===== src/rtl/z80_prefix_fetch_if.sv =====
// Byte-in / record-out bundle for the Z80 prefix fetch stage.
// Carries the opcode byte handshake and the decoded instruction record.
// slave = the fetch stage itself, master = whoever drives bytes and drains records.
interface z80_prefix_fetch_if;
  logic [7:0] i_byte;
  logic       i_valid;
  logic       o_ready;
  logic [7:0] o_op;
  logic       o_ix;
  logic       o_iy;
  logic       o_ed;
  logic       o_cb;
  logic [7:0] o_disp;
  logic [2:0] o_len;
  logic       o_valid;
  logic       i_out_ready;
  logic       o_m1;
  logic       o_int_ok;

  modport slave (
    input  i_byte, i_valid, i_out_ready,
    output o_ready, o_op, o_ix, o_iy, o_ed, o_cb, o_disp, o_len, o_valid, o_m1, o_int_ok
  );

  modport master (
    output i_byte, i_valid, i_out_ready,
    input  o_ready, o_op, o_ix, o_iy, o_ed, o_cb, o_disp, o_len, o_valid, o_m1, o_int_ok
  );
endinterface


===== src/rtl/z80_prefix_fetch.sv =====
// Folds Z80 DD/FD/ED/CB prefix bytes into one decoded opcode record.
// Latency: the record is valid the cycle after its final byte is accepted.
// Backpressure: o_ready = !o_valid | i_out_ready; a held record stalls byte intake.
module z80_prefix_fetch (
  input  logic              i_clk,
  input  logic              i_reset_btn,
  z80_prefix_fetch_if.slave bus
);

  localparam logic [7:0] PFX_DD = 8'hDD;
  localparam logic [7:0] PFX_FD = 8'hFD;
  localparam logic [7:0] PFX_ED = 8'hED;
  localparam logic [7:0] PFX_CB = 8'hCB;

  typedef enum logic [2:0] {
    ST_NONE     = 3'd0,
    ST_IDX      = 3'd1,
    ST_ED       = 3'd2,
    ST_CB       = 3'd3,
    ST_IDXCB_D  = 3'd4,
    ST_IDXCB_OP = 3'd5
  } state_t;

  // Prefix-tracking state
  state_t     state_q;
  logic [2:0] cnt_q;        // bytes of the current instruction already consumed
  logic       ix_pend_q;
  logic       iy_pend_q;
  logic [7:0] disp_pend_q;

  // Registered output record
  logic [7:0] op_q;
  logic       ix_q;
  logic       iy_q;
  logic       ed_q;
  logic       cb_q;
  logic [7:0] disp_q;
  logic [2:0] len_q;
  logic       valid_q;
  logic       m1_q;
  logic       int_ok_q;

  // Combinational decode of the incoming byte
  logic       ready_d;
  logic       take_d;
  logic       is_dd_d;
  logic       is_fd_d;
  logic       is_ed_d;
  logic       is_cb_d;
  logic       is_pfx_d;
  logic       final_d;
  logic       emit_d;
  logic       m1_d;
  logic       e_ix_d;
  logic       e_iy_d;
  logic       e_ed_d;
  logic       e_cb_d;
  logic [7:0] e_disp_d;
  logic [2:0] len_d;

  // A held record only blocks intake while downstream refuses it, so a
  // draining record and a new byte can both move on the same edge.
  assign ready_d  = ~valid_q | bus.i_out_ready;
  assign take_d   = bus.i_valid & ready_d;

  assign is_dd_d  = (bus.i_byte == PFX_DD);
  assign is_fd_d  = (bus.i_byte == PFX_FD);
  assign is_ed_d  = (bus.i_byte == PFX_ED);
  assign is_cb_d  = (bus.i_byte == PFX_CB);
  assign is_pfx_d = is_dd_d | is_fd_d | is_ed_d | is_cb_d;

  // Length including the byte now being taken; long runs of dropped
  // DD/FD prefixes clamp at the 3-bit maximum.
  assign len_d    = (cnt_q == 3'd7) ? 3'd7 : cnt_q + 3'd1;

  assign emit_d   = take_d & final_d;

  // Decide whether the incoming byte closes the instruction and which
  // prefix fields the emitted record would carry.
  always_comb begin
    final_d  = 1'b0;
    m1_d     = 1'b0;
    e_ix_d   = 1'b0;
    e_iy_d   = 1'b0;
    e_ed_d   = 1'b0;
    e_cb_d   = 1'b0;
    e_disp_d = 8'h00;
    case (state_q)
      ST_NONE: begin
        final_d = ~is_pfx_d;
        m1_d    = take_d;
      end
      ST_IDX: begin
        final_d = ~is_pfx_d;
        m1_d    = take_d;
        e_ix_d  = ix_pend_q;
        e_iy_d  = iy_pend_q;
      end
      ST_ED: begin
        // Byte after ED is the opcode whatever its value.
        final_d = 1'b1;
        m1_d    = take_d;
        e_ed_d  = 1'b1;
      end
      ST_CB: begin
        final_d = 1'b1;
        m1_d    = take_d;
        e_cb_d  = 1'b1;
      end
      ST_IDXCB_D: begin
        // Displacement byte is a plain memory read, not an opcode fetch.
        final_d = 1'b0;
      end
      ST_IDXCB_OP: begin
        final_d  = 1'b1;
        e_ix_d   = ix_pend_q;
        e_iy_d   = iy_pend_q;
        e_cb_d   = 1'b1;
        e_disp_d = disp_pend_q;
      end
      default: begin
        final_d = 1'b0;
      end
    endcase
  end

  // Prefix FSM with registered output record, M1 pulse and interrupt window.
  always_ff @(posedge i_clk or posedge i_reset_btn) begin
    if (i_reset_btn) begin
      state_q     <= ST_NONE;
      cnt_q       <= 3'd0;
      ix_pend_q   <= 1'b0;
      iy_pend_q   <= 1'b0;
      disp_pend_q <= 8'h00;
      op_q        <= 8'h00;
      ix_q        <= 1'b0;
      iy_q        <= 1'b0;
      ed_q        <= 1'b0;
      cb_q        <= 1'b0;
      disp_q      <= 8'h00;
      len_q       <= 3'd0;
      valid_q     <= 1'b0;
      m1_q        <= 1'b0;
      int_ok_q    <= 1'b1;
    end else begin
      m1_q <= m1_d;
      if (emit_d) begin
        op_q        <= bus.i_byte;
        ix_q        <= e_ix_d;
        iy_q        <= e_iy_d;
        ed_q        <= e_ed_d;
        cb_q        <= e_cb_d;
        disp_q      <= e_disp_d;
        len_q       <= len_d;
        valid_q     <= 1'b1;
        state_q     <= ST_NONE;
        cnt_q       <= 3'd0;
        ix_pend_q   <= 1'b0;
        iy_pend_q   <= 1'b0;
        disp_pend_q <= 8'h00;
        int_ok_q    <= 1'b1;
      end else begin
        if (bus.i_out_ready) begin
          valid_q <= 1'b0;
        end
        if (take_d) begin
          // Any non-final byte leaves us mid-instruction.
          cnt_q    <= len_d;
          int_ok_q <= 1'b0;
          case (state_q)
            ST_NONE, ST_IDX: begin
              if (is_dd_d) begin
                ix_pend_q <= 1'b1;
                iy_pend_q <= 1'b0;
                state_q   <= ST_IDX;
              end else if (is_fd_d) begin
                ix_pend_q <= 1'b0;
                iy_pend_q <= 1'b1;
                state_q   <= ST_IDX;
              end else if (is_ed_d) begin
                // ED cancels any pending index prefix.
                ix_pend_q <= 1'b0;
                iy_pend_q <= 1'b0;
                state_q   <= ST_ED;
              end else if (is_cb_d) begin
                state_q <= (state_q == ST_IDX) ? ST_IDXCB_D : ST_CB;
              end
            end
            ST_IDXCB_D: begin
              disp_pend_q <= bus.i_byte;
              state_q     <= ST_IDXCB_OP;
            end
            default: begin
              state_q <= ST_NONE;
            end
          endcase
        end
      end
    end
  end

  assign bus.o_ready  = ready_d;
  assign bus.o_op     = op_q;
  assign bus.o_ix     = ix_q;
  assign bus.o_iy     = iy_q;
  assign bus.o_ed     = ed_q;
  assign bus.o_cb     = cb_q;
  assign bus.o_disp   = disp_q;
  assign bus.o_len    = len_q;
  assign bus.o_valid  = valid_q;
  assign bus.o_m1     = m1_q;
  assign bus.o_int_ok = int_ok_q;

endmodule


===== src/flat_wrapper.sv =====
// flat-port wrapper written by rule: the top's interface ports become plain ports
module z80_prefix_fetch_flat 
  (i_clk, i_reset_btn, bus_i_byte, bus_i_valid, bus_i_out_ready, bus_o_ready, bus_o_op, bus_o_ix, bus_o_iy, bus_o_ed, bus_o_cb, bus_o_disp, bus_o_len, bus_o_valid, bus_o_m1, bus_o_int_ok);
  z80_prefix_fetch_if bus_i ();
  input  logic i_clk;
  input  logic i_reset_btn;
  input wire logic [$bits(bus_i.i_byte)-1:0] bus_i_byte;
  input wire logic [$bits(bus_i.i_valid)-1:0] bus_i_valid;
  input wire logic [$bits(bus_i.i_out_ready)-1:0] bus_i_out_ready;
  output wire logic [$bits(bus_i.o_ready)-1:0] bus_o_ready;
  output wire logic [$bits(bus_i.o_op)-1:0] bus_o_op;
  output wire logic [$bits(bus_i.o_ix)-1:0] bus_o_ix;
  output wire logic [$bits(bus_i.o_iy)-1:0] bus_o_iy;
  output wire logic [$bits(bus_i.o_ed)-1:0] bus_o_ed;
  output wire logic [$bits(bus_i.o_cb)-1:0] bus_o_cb;
  output wire logic [$bits(bus_i.o_disp)-1:0] bus_o_disp;
  output wire logic [$bits(bus_i.o_len)-1:0] bus_o_len;
  output wire logic [$bits(bus_i.o_valid)-1:0] bus_o_valid;
  output wire logic [$bits(bus_i.o_m1)-1:0] bus_o_m1;
  output wire logic [$bits(bus_i.o_int_ok)-1:0] bus_o_int_ok;
  assign bus_i.i_byte = bus_i_byte;
  assign bus_i.i_valid = bus_i_valid;
  assign bus_i.i_out_ready = bus_i_out_ready;
  assign bus_o_ready = bus_i.o_ready;
  assign bus_o_op = bus_i.o_op;
  assign bus_o_ix = bus_i.o_ix;
  assign bus_o_iy = bus_i.o_iy;
  assign bus_o_ed = bus_i.o_ed;
  assign bus_o_cb = bus_i.o_cb;
  assign bus_o_disp = bus_i.o_disp;
  assign bus_o_len = bus_i.o_len;
  assign bus_o_valid = bus_i.o_valid;
  assign bus_o_m1 = bus_i.o_m1;
  assign bus_o_int_ok = bus_i.o_int_ok;
  z80_prefix_fetch u_core (.i_clk(i_clk), .i_reset_btn(i_reset_btn), .bus(bus_i));
endmodule

===== config.mk =====
export PLATFORM = sky130hd
export DESIGN_NAME = z80_prefix_fetch_flat
export DESIGN_NICKNAME = d
export VERILOG_FILES = /design/src/rtl/z80_prefix_fetch_if.sv /design/src/rtl/z80_prefix_fetch.sv /design/src/flat_wrapper.sv
export SDC_FILE = /design/constraint.sdc
export NUM_CORES = 1
export LEC_CHECK = 0
export BUFFER_PORTS_ARGS = -buffer_cell sky130_fd_sc_hd__buf_2
export CAP_MARGIN = 20
export CORE_UTILIZATION = 45
export DETAILED_ROUTE_END_ITERATION = 7
export PLACE_DENSITY = 0.77
export SLEW_MARGIN = 20
export SYNTH_ARGS = -nofsm -noshare
export SYNTH_HDL_FRONTEND = slang
export SYNTH_SLANG_ARGS = --single-unit

===== constraint.sdc =====
create_clock -name i_clk -period 1.65 [get_ports i_clk]
set_input_delay 0.165 -clock i_clk [delete_from_list [all_inputs] [get_ports i_clk]]
set_output_delay 0.165 -clock i_clk [all_outputs]
set_load 0.02 [all_outputs]

[Yosys cells after proc, flatten, opt, wreduce, memory -nomap -nowiden]
Cells that the tools add are included.
Widths: inputs -> output; s select.
Cells by class
  add/sub/neg operators: 1
  $mul: 0
  div/mod/pow operators: 0
  magnitude comparators: 0
  equal/unequal tests: 11
  shift-type cells: 0
  mux-type cells: 36
  bitwise gates (word level): 8
  reductions and logical operators: 14
Operator list (number)
  $eq 8x8->1 const B: 4
  $mux 8: 4
  $mux 3: 10
  $mux 1: 20
  $eq 3x3->1 const B: 3
  $reduce_bool 2->1: 4
  $eq 3x2->1 const B: 2
  $ne 6x1->1 const B: 1
  $pmux 3 s2: 1
  $reduce_or 2->1: 3
  $or 1x1->1: 4
  $reduce_and 2->1: 2
  $reduce_bool 4->1: 1
  $reduce_or 4->1: 1
  $add 3x1->3 const B: 1
  $eq 3x1->1 const B: 1
  $logic_not 3->1: 1
  $reduce_and 3->1: 1
  $reduce_or 3->1: 1
  $and 1x1->1: 2
  $not 1->1: 2
  $pmux 1 s2: 1
Storage, ports and cells
  register bits after elaboration: 42
  latch bits: 0
  RAM bits: 0
  bits in read-only memories: 0
  bits of input ports: 12
  output and inout port bits: 27
  word-level logic and storage cells: 85
  memories kept: 0

[Longest topological paths before layout]
Gate-level depths: netlist (run 1).
  depth after elaboration: 9
  mapped depth: 8
  depth with buffers taken out: 5

[Worst setup path before layout (run 1)]
No wires, ideal clock.
  path type: register -> register
  from: register u_core.valid_q (netlist: u_core.bus.o_valid)
  to: register u_core.disp_pend_q[0]
  data arrival time: 1.523 ns
  data required time: 1.532 ns
  slack: 0.008 ns
  cell stages (with the launch flop): 8
  path buffers: 2
  path through: dfrtp_1 > nand2b_1 > buf_4 > nand2_2 > nor4b_1 > buf_4 > mux2i_1 > nor2_1
On the way
  word-level cells in the longest chain between the ends: 6
Ends and longest elaborated chain
  start, declared: RTL line z80_prefix_fetch.sv:39  | logic valid_q;
  start signal, assigned: RTL line z80_prefix_fetch.sv:142  | valid_q <= 1'b0;
  start signal, assigned: RTL line z80_prefix_fetch.sv:155  | valid_q <= 1'b1;
  start signal, assigned: RTL line z80_prefix_fetch.sv:164  | valid_q <= 1'b0;
  $not 1->1 *: RTL line z80_prefix_fetch.sv:63  | assign ready_d = ~valid_q | bus.i_out_ready;
  $or 1x1->1 *: RTL line z80_prefix_fetch.sv:63
  net bus_o_ready: RTL line flat_wrapper.sv:10  | output wire logic [$bits(bus_i.o_ready)-1:0] bus_o_ready;
  $and 1x1->1 *: RTL line z80_prefix_fetch.sv:64  | assign take_d = bus.i_valid & ready_d;
  $and 1x1->1: RTL line z80_prefix_fetch.sv:76  | assign emit_d = take_d & final_d;
  $reduce_bool 2->1 (no line)
  $reduce_and 2->1 (no line)
  end signal, assigned: RTL line z80_prefix_fetch.sv:190  | disp_pend_q <= bus.i_byte;
  end, declared: RTL line z80_prefix_fetch.sv:29  | logic [7:0] disp_pend_q;
The timed path passes the listed nets; every way through them passes the cells marked *.
A chain may end at the register's enable or synchronous reset.

[Worst setup path after layout (run 1)]
  from: register u_core.state_q[1]
  to: register u_core.len_q[0] (netlist: u_core.bus.o_len[0])
On the way
  word-level cells in the longest chain between the ends: 4
Ends and longest elaborated chain
  start, declared: RTL line z80_prefix_fetch.sv:25  | state_t state_q;
  start signal, assigned: RTL line z80_prefix_fetch.sv:186  | state_q <= (state_q == ST_IDX) ? ST_IDXCB_D : ST_CB;
  $eq 3x2->1, or another cell as far along: RTL line z80_prefix_fetch.sv:88  | case (state_q)
  $reduce_or 3->1 (no line) or $reduce_or 2->1 (tied branches)
  $pmux 1 s2 *: RTL line z80_prefix_fetch.sv:88
  $and 1x1->1 *: RTL line z80_prefix_fetch.sv:76
  end signal, assigned: RTL line z80_prefix_fetch.sv:154  | len_q <= len_d;
  end, declared: RTL line z80_prefix_fetch.sv:38  | logic [2:0] len_q;
Mark *: on every way between the ends. The rest lies on a longest branch, timed or not.

==> results of run 1 <==
[what timing repair did]
item                                    4_1_cts  5_1_grt
gates cloned                                  0        0
endpoints found under the setup margin        1       31
buffers inserted                              1        5
hold buffers                                  0        0
resized for setup                             1        4
pin swaps                                     0        1
[layer usage]
layer,share of wire,global-route usage,vias up
li1,-,-,667
met1,0.45,0.2544,690
met2,0.49,0.3238,41
met3,0.045,0.05068,4
met4,0.019,0.09574,0
met5,0,0,-
[cell usage in the layout, fill, tap and decap left out, types with 2 or more instances in the layout]
cell type,Yosys,final
dfrtp_1,41,41
buf_2,1,38
buf_4,2,15
nor2_1,14,13
nand2_1,12,12
mux2i_1,11,11
a22o_1,9,9
mux2_2,7,7
inv_1,6,6
clkbuf_8,0,6
o21ai_0,5,5
a21oi_1,4,4
nand2b_1,3,3
a32o_1,3,3
mux2_4,3,3
nand3_1,3,3
a211oi_1,2,2
nor3_1,2,2
buf_6,4,2
[area by class of cell]
type,count,area [µm²],area share
Timing Repair Buffer,55,325.3,0.1390
Multi-Input combinational cell,100,783.3,0.3346
Sequential cell,42,1052,0.4495
Inverter,6,22.52,0.009621
Tap cell,50,62.56,0.02672
Clock buffer,6,82.58,0.03528
Clock inverter,2,12.51,0.005345
[critical path: cells and delay by family, from the launching register on]
family	cells	cell delay, ns
flip-flops	1	0.41
AO/OA/AOI/OAI	1	0.17
multiplexers	1	0.32
AND/OR/NAND/NOR	3	0.60
[flip-flops by register name (all words and copies together), names as in the netlist]
register and count:
u_core.bus.o_ed 1, u_core.bus.o_cb 1, u_core.cnt_q 3, u_core.bus.o_op 8
u_core.bus.o_m1 1, u_core.bus.o_iy 1, u_core.state_q 3, u_core.disp_pend_q 8
u_core.bus.o_disp 8, u_core.bus.o_ix 1, u_core.ix_pend_q 1, u_core.bus.o_len 3
u_core.bus.o_valid 1, u_core.bus.o_int_ok 1, u_core.iy_pend_q 1
[metrics by stage]
stage                     setup TNS, ns  std cells  instance area [µm²]  setup WS, ns
final                                 0        261                 2341       0.02951
after global routing            -0.1930        261                 2341      -0.03788
after CTS                             0        256                 2282     0.0006757
after detailed placement              0        247                 2176      0.009046
after global placement                0        247                 2176       0.04362
after floorplan                       0        158                 1912      0.008437
[kinds of logic (layout without fill, tap and decap cells)]
kind of cell / Yosys count / count (layout)
AOI/OAI and AO/OA: 30 / 30
adders and majority gates: 1 / 1
buffers and inverters: 16 / 69
DFF: 42 / 42
muxes: 21 / 21
and+or+nand+nor: 48 / 48
[path summary, 6_finish.rpt]
path	start	endpoint	cells past startpoint
max reg2reg	u_core.state_q[1]$_DFFE_PP0P_	u_core.bus.o_len[0]$_DFFE_PP0P_	5
max in group asynchronous	i_reset_btn	u_core.bus.o_int_ok$_DFFE_PP1P_	3
min in group i_clk	bus_i_byte[7]	u_core.bus.o_op[7]$_DFFE_PP0P_	2
min reg2reg	u_core.bus.o_int_ok$_DFFE_PP1P_	u_core.bus.o_int_ok$_DFFE_PP1P_	2
max	u_core.state_q[1]$_DFFE_PP0P_	u_core.bus.o_len[0]$_DFFE_PP0P_	5
min	i_reset_btn	u_core.cnt_q[2]$_DFFE_PP0P_	3
[power breakdown]
group | internal [µW] | leakage [µW] | switching (µW)
registers | 1070 | 0.000555 | 17.9
clock network | 336 | 0.0000472 | 354
logic | 102 | 0.000524 | 168
total | 1510 | 0.00113 | 540
==> metrics, run 1 <==
outcome=finished with violations; fmax=0.6171 GHz; DR iter-0 viols=57; Max-Cap Viols=0; Initial Util=0.4745; fillcell total=358; Critical Path Slowest Stage Cell=dfrtp_1; Worst-Skew Late Latency=approximately 0.30 ns; fin crit share=0.9821; XOR/XNOR Fraction of Synth Area=0; P&R area growth vs syn=22.45%; CP Launch Type=flip-flop; slowest stage delay, CP=around 0.4 ns; failing checks=negative hold slack; DP HPWL=around 2800 µm; die area=around 4500 µm²; final hold violation count=27; Pre-antenna DRT Iters=4; Total Wirelength=~4000 µm; total power=slightly above 2000 µW; Hold Slack=-0.02301 ns; area share of and/or/nand/nor cells after synthesis=0.1427; post-synthesis async set-or-reset flop share=1.000; Crit Path Category=flip-flop to flip-flop; Antenna Nets Post-Route=0; Clock Tree Buf Depth=2; IO buf count=38; nets@finish=roughly 220; final setup fails=0; wire length per cell=15.20 µm; largest net degree at the start of global routing=43; Seq/Total Area, Yosys=0.5504; Hold WC Path Type=primary input to asynchronous set/reset pin; leakage=about 0.0011 µW; Final Core Density=0.5811; most common flop cell mapped by yosys=dfrtp_1; leading post-synthesis cells by cell area=dfrtp_1 (54%), mux2i_1 (5.8%), a22o_1 (4.1%), mux2_2 (4.1%), nor2_1 (2.7%); Max-slew headroom=0.6517; final global-route overflow total=0; first-pass GRT wire length=around 6500 µm; CP Capture Type=flip-flop; synth warn=0; mux contribution to synthesized area=0.1224; final slew viol count=0; die height=around 67 µm; mapped cell area=approximately 1900 µm²; Slew @ Worst Pin=0.5225 ns; drt via density=between 5 and 6; CTS tree=yes; post-synthesis compound-gate area fraction=0.1257; Std-Cell Rows=23; #FFs+latches synth=between 40 and 50; Top-Level Pins=39; power per cell area=875.2 nW/µm²; die width=between 60 and 70 µm; mean post-synth cell area=between 10 and 15 µm²; critical-path cell list=and2b_4 > nor2b_2 > a21oi_4 > nor2b_4 > mux2_4; largest family of logic cells by synthesized area=simple AND/OR/NAND/NOR gates; Vias=roughly 1,400; GRT Overall Usage=0.2018; Worst Path Max Fanout=5; CTS Root Cell=clkbuf_8; clock sink count=between 40 and 50; RSZ-0062 raised after global routing=true; clock-pin slew on the worst setup and hold paths=approximately 0.08 ns; Synth area leader=dfrtp_1; Max VDD drop=0.6061 mV; CTS H-tree depth=2; antenna violations before repair=0; GP Congestion=between 0.7 and 0.8; Req. time, crit path=1.83 ns; syn_nets=approximately 170; internal reg-to-reg setup slack=0.03 ns; share of layout cells above drive strength 1=0.4076; Cells after Synth=approximately 160; residual DRC count=0; most frequent cell after synthesis=dfrtp_1; Post-synth EDFFs=0; antenna cell count=0; Num CTS Buffers=5; Post-Synth Adder-Cell Area=0.006545; number of global-route vias before repair=roughly 1,400; crit path time final=between 1.5 and 2 ns; top post-synthesis cells by count=dfrtp_1 (41), nor2_1 (14), nand2_1 (12); synth unique cells=42; core area=4029 µm²; Synth top area share=0.5366; Arr. time, crit path=between 1.5 and 2 ns; worst clock skew=around 0.0047 ns
(Power assumes the default switching activity.)
==> run 2: changes to the inputs <==
- PLACE_DENSITY: 0.77 -> 0.7
==> run 2 against run 1 <==
  * Routed wire length increased by 0.50%
  * Clock skew increased by 0.0021 ns
  * First-iteration DRC count increased by 53%
  * Power decreased by 0.18%
  * The run still ends with negative hold slack left
  * Critical endpoint unchanged
  * Via count decreased by 0.29%
  * Largest power group unchanged
==> metrics, run 2 (same netlist as run 1, synthesis figures left out) <==
nets@finish=between 200 and 250; clock-pin slew on the worst setup and hold paths=0.08 ns; final setup fails=0; Worst Path Max Fanout=5; wire length per cell=roughly 15 µm; Clk pwr share=0.336; Std-Cell Rows=23; crit path time final=around 1.6 ns; worst clock skew=0.006811 ns; CTS tree=yes; CP Capture Type=flip-flop; fin crit share=0.9729; antenna cell count=0; final global-route overflow total=0; Multi-input gate area=around 770 µm²; GRT Overall Usage=0.2062; sw frac=0.2629; Setup crit end=u_core.bus.o_len[0]$_DFFE_PP0P_; Reg2Reg Launch Point=u_core.state_q[1]$_DFFE_PP0P_; Crit Path Category=flip-flop to flip-flop; clock sink count=42; power per cell area=890.2 nW/µm²; DP HPWL=approximately 2800 µm; CTS Root Cell=clkbuf_8; Req. time, crit path=~1.8 ns; Final Core Density=0.5702; Max-slew headroom=0.5695; Slew @ Worst Pin=about 0.64 ns; combinational power share=0.132; Vias=1,398; Max-Cap Viols=0; GP Congestion=approximately 0.87; final slew viol count=0; slowest stage delay, CP=0.42 ns; register area=between 1000 and 1500 µm²; RSZ-0062 raised after global routing=true; drt via density=approximately 5.4; Critical path origin=u_core.state_q[1]$_DFFE_PP0P_; leakage=roughly 0.0011 µW; WP depth=5; CTS H-tree depth=2; DR iter-0 viols=slightly below 90; sequential power share=0.533; Worst-Skew Late Latency=between 0.2 and 0.3 ns; internal reg-to-reg setup slack=0.04 ns; P&R area growth vs syn=20.16%; hold_buf cts=0; commonest non-fill, non-tap cell in the layout=dfrtp_1; Arr. time, crit path=about 1.8 ns; fmax=around 0.62 GHz; Worst path top cell family by delay=simple AND/OR/NAND/NOR gates; total power=between 2000 and 2500 µW; Pre-antenna DRT Iters=4; most frequent cells in the layout=dfrtp_1 (41), buf_2 (38), nor2_1 (14); RR Endpoint=u_core.bus.o_len[0]$_DFFE_PP0P_; Max VDD drop=about 0.52 mV; outcome=finished with violations; antenna violations before repair=0; R2R cell count=5; Initial Util=0.4745; residual DRC count=0; number of global-route vias before repair=1,460; die height=around 67 µm; final hold violation count=24; die width=67.18 µm; largest net degree at the start of global routing=43; CP Launch Type=flip-flop; Total Wirelength=between 3000 and 4000 µm; fillcell total=359; Antenna Nets Post-Route=0; Internal=1507 µW; Num CTS Buffers=5; Hold WC Path Type=primary input to asynchronous set/reset pin; Critical Path Slowest Stage Cell=dfrtp_1; die area=about 4500 µm²; critical-path cell list=and2b_4 > nor2b_2 > a21oi_4 > nor2b_4 > mux2_4; crit path buf inv count=0; failing checks=negative hold slack; first-pass GRT wire length=6775 µm; IO buf count=38; P_sw=between 500 and 600 µW; Clock Tree Buf Depth=2; share of layout cells above drive strength 1=0.3942; Top-Level Pins=39; Hold Slack=-0.01150 ns; core area=4029 µm²
-- run 2: changes by cell type in the layout (fill, tap and decap cells not counted), sizes merged --
cell | previous run | this run
buf | 55 | 52
-- run 2: what timing repair did --
item	CTS	global route
setup endpoints to repair	1	12
endpoints found under the hold margin	0	0
pin swaps	0	1
buffers inserted	1	1
resized for setup	0	1
-- run 2: per-stage QoR --
stage / instances / cell area, µm² / hold WS (ns) / TNS (ns) / setup WS, ns
floorplan: 158 / 1912 / 0.2784 / 0 / 0.008437
global placement: 248 / 2183 / 0.3109 / 0 / 0.05993
detailed placement: 248 / 2183 / 0.3283 / 0 / 0.002037
CTS: 257 / 2286 / 0.006533 / 0 / 0.02901
global route: 258 / 2297 / 0.03866 / -0.07733 / -0.02505
finish: 258 / 2297 / -0.01150 / 0 / 0.04470
-- run 2: area by class of cell --
cell class | instances | area share
repair buffers | 52 | 0.1302
flip-flops and latches | 42 | 0.4581
multi-input cells | 100 | 0.3333
clock buffers | 6 | 0.03595
inverters | 6 | 0.009804
well taps | 50 | 0.02723
clock inverters | 2 | 0.005447
-- run 2: worst min-delay path, cell delays in order --
cell and delay [ns]:
buf_2 0.09, inv_1 0.04, buf_4 0.44
-- run 2: how the worst min path moves through the flow --
| stage | start | to | cells after the start |
|---|---|---|---|
| 3_3_place_gp | i_reset_btn | u_core.bus.o_len[2]$_DFFE_PP0P_ | 3 |
| 5_1_grt | i_reset_btn | u_core.bus.o_len[0]$_DFFE_PP0P_ | 3 |
| 2_1_floorplan | bus_i_valid | u_core.bus.o_valid$_DFFE_PP0P_ | 2 |
| 3_5_place_dp | i_reset_btn | u_core.bus.o_iy$_DFFE_PP0P_ | 3 |
| 4_1_cts | i_reset_btn | u_core.bus.o_iy$_DFFE_PP0P_ | 3 |
| 6_report | i_reset_btn | u_core.bus.o_iy$_DFFE_PP0P_ | 3 |
-- run 2: metal layers --
metal,vias up,GRT usage,routed length [µm]
li1,657,-,-
met1,695,0.2737,1863
met2,40,0.3275,1892
met3,6,0.04561,169
met4,0,0.08245,62
met5,-,0,0
-- run 2: power groups by stage --
stage / Clock [µW] / Combinational [µW] / Sequential, µW
final: 687 / 269 / 1090
after global routing: 753 / 292 / 1100
after CTS: 702 / 271 / 1090
after detailed placement: 0 / 270 / 1110
after global placement: 0 / 262 / 1110
after floorplan: 0 / 132 / 1160
==> run 3: changes to the inputs <==
- ABC_AREA: unset -> 1
- PLACE_DENSITY: 0.7 -> 0.69
==> run 3 against run 2 <==
  * The run still ends with negative hold slack left
  * Power increased by 45%
  * Critical endpoint is now u_core.ix_pend_q$_DFFE_PP0P_
  * Critical path type unchanged
  * Routed wire length up 11%
  * Critical path depth is 3 higher
  * Largest power group unchanged
  * Hold slack got worse by 0.0047 ns
  * Sequential power grew 21%
  * Die area rose by 9.6%
  * Sequential cell count unchanged
  * Maximum frequency up 7.6%
  * First-iteration DRC count increased by 39%
  * Final cell count rose by 43%
==> metrics, run 3 <==
post-synthesis async set-or-reset flop share=1.000; Cells after Synth=273; crit path time final=around 1.5 ns; residual DRC count=0; setup TNS=0 ns; failing checks=negative hold slack; first-pass GRT wire length=~7800 µm; DP HPWL=approximately 3200 µm; power per cell area=approximately 1200 nW/µm²; nets@finish=~330; Worst Path Max Fanout=27; antenna cell count=0; most common flop cell mapped by yosys=dfrtp_1; Req. time, crit path=1.85 ns; Std-Cell Rows=24; CTS tree=yes; Post-CTS Setup Repair Bufs=0; P_sw=around 1100 µW; Num CTS Buffers=5; Vias=~1,800; GP Congestion=about 0.84; CP Launch Type=flip-flop; Clock Tree Buf Depth=2; sw frac=0.3678; CTS Root Cell=clkbuf_8; Multi-input gate area=just under 900 µm²; Post-DP Area=approximately 2400 µm²; number of global-route vias before repair=1,711; most frequent cell after synthesis=nand2_1; antenna violations before repair=0; Arr. time, crit path=between 1.5 and 2 ns; Total Wirelength=4427 µm; Crit Path Category=flip-flop to flip-flop; total power=between 2000 and 3000 µW; clock-pin slew on the worst setup and hold paths=around 0.08 ns; RSZ-0062 raised after global routing=false; final slew viol count=0; Max-Cap Viols=0; synth warn=0; register area=1052 µm²; Max VDD drop=slightly above 0.5 mV; IO buf count=38; DR iter-0 viols=about 120; Internal=roughly 1900 µW; outcome=finished with violations; Worst-Skew Late Latency=around 0.30 ns; wire length per cell=approximately 12 µm; most frequent cells in the layout=nand2_1 (85), dfrtp_1 (41), buf_2 (38); fillcell total=436; Max-slew headroom=0.6537; critical-path cell list=inv_1 > nand2_1 > a21oi_2 > nand2_2 > nand2_8 > nand2_8 > nand2_1 > inv_2; Slew @ Worst Pin=0.5194 ns; syn_nets=286; Post-synth EDFFs=0; slowest stage delay, CP=0.46 ns; Top-Level Pins=39; die height=70.35 µm; P&R area growth vs syn=17.68%; die width=roughly 70 µm; clock sink count=42; PostCTS Resize Cnt=0; Critical Path Slowest Stage Cell=dfrtp_1; Seq/Total Area, Yosys=0.5006; fmax=around 0.67 GHz; hold_buf cts=0; worst clock skew=around 0.005 ns; fin crit share=0.9046; core area=roughly 4400 µm²; top post-synthesis cells by count=nand2_1 (85), dfrtp_1 (41), nor2_1 (30); combinational power share=0.325; leakage=0.001414 µW; Synth top area share=0.4881; Initial Util=0.4762; Hold WC Path Type=primary input to asynchronous set/reset pin; leading post-synthesis cells by cell area=dfrtp_1 (49%), nand2_1 (15%), nand3_1 (6.4%), nor2_1 (5.4%), inv_1 (5.0%); final global-route overflow total=0; share of layout cells above drive strength 1=0.2310; drt via density=slightly below 5; synth unique cells=24; Hold Slack=-0.01624 ns; sequential power share=0.444; mapped cell area=about 2100 µm²; Pre-antenna DRT Iters=4; final hold violation count=41; fin area=2474 µm²; final setup fails=0; GRT Overall Usage=0.2031; largest net degree at the start of global routing=43; mean post-synth cell area=between 7 and 8 µm²; CTS H-tree depth=2; CP Capture Type=flip-flop; Synth area leader=dfrtp_1; commonest non-fill, non-tap cell in the layout=nand2_1; #FFs+latches synth=42; die area=approximately 4900 µm²; Clk pwr share=0.231; Antenna Nets Post-Route=0
==> run 3: cell count changes after synthesis, sizes merged, moves of 3 or more <==
cell	before	now
a32o	3	0
nor2b	3	0
mux2i	11	0
nand3	4	27
nand2b	3	0
inv	6	36
a22o	9	0
a21oi	5	18
a21boi	0	4
mux2	10	0
nor2	14	32
nand2	13	90
==> run 3: worst max-delay path: cells and delay by family (launching register included) <==
| kind | cells | cell delay [ns] |
|---|---|---|
| AO/OA/AOI/OAI | 1 | 0.11 |
| buffers and inverters | 2 | 0.18 |
| flip-flops | 1 | 0.46 |
| AND/OR/NAND/NOR | 5 | 0.63 |
==> run 3: stage by stage <==
step,worst slack (ns),cells,util
6_report,0.1574,368,0.5604
2_1_floorplan,0.1099,273,-
3_3_place_gp,0.08868,360,0.5357
3_5_place_dp,0.05392,360,0.5357
4_1_cts,0.02824,368,0.5564
5_1_grt,0.01363,368,0.5604
==> run 3: logic make-up after synthesis <==
logic type                 after synthesis  share of synthesized area
buffers and inverters                   47                    0.09524
and+or+nand+nor                        152                     0.3125
DFF                                     42                     0.5006
adders and majority gates                1                   0.005951
AOI/OAI and AO/OA                       31                    0.08572
==> run 3: final cells by class <==
type,instances,share of cell area
Clock inverter,1,0.002023
Sequential cell,42,0.4254
Multi-Input combinational cell,184,0.3505
Inverter,36,0.05463
Clock buffer,7,0.03490
Tap cell,52,0.02630
Timing Repair Buffer,46,0.1062
==> run 3: power by group through the flow <==
stage	logic [µW]	clock network [µW]	registers, µW
after floorplan	475	0	1520
after global placement	936	0	1340
after detailed placement	948	0	1340
after CTS	952	707	1320
after global routing	1080	738	1340
final	961	684	1320
==> run 3: per-layer routing <==
layer  track usage  up-vias  wire length, µm
li1              -      933                -
met4       0.09333        0               95
met1        0.2933      826             2220
met5             0        -                0
met2        0.2952       40             1915
met3       0.03608        7              195
==> run 3: worst paths after layout <==
check | start | endpoint | slack, ns | depth (start not counted)
max | u_core.state_q[1]$_DFFE_PP0P_ | u_core.ix_pend_q$_DFFE_PP0P_ | 0.16 | 8
min | i_reset_btn | u_core.cnt_q[0]$_DFFE_PP0P_ | -0.02 | 3
max reg2reg | u_core.state_q[1]$_DFFE_PP0P_ | u_core.ix_pend_q$_DFFE_PP0P_ | 0.16 | 8
min reg2reg | u_core.bus.o_op[6]$_DFFE_PP0P_ | u_core.bus.o_op[6]$_DFFE_PP0P_ | 0.47 | 2
max in group asynchronous | i_reset_btn | u_core.bus.o_int_ok$_DFFE_PP1P_ | 1.31 | 3
min in group i_clk | bus_i_out_ready | u_core.bus.o_valid$_DFFE_PP0P_ | 0.15 | 4
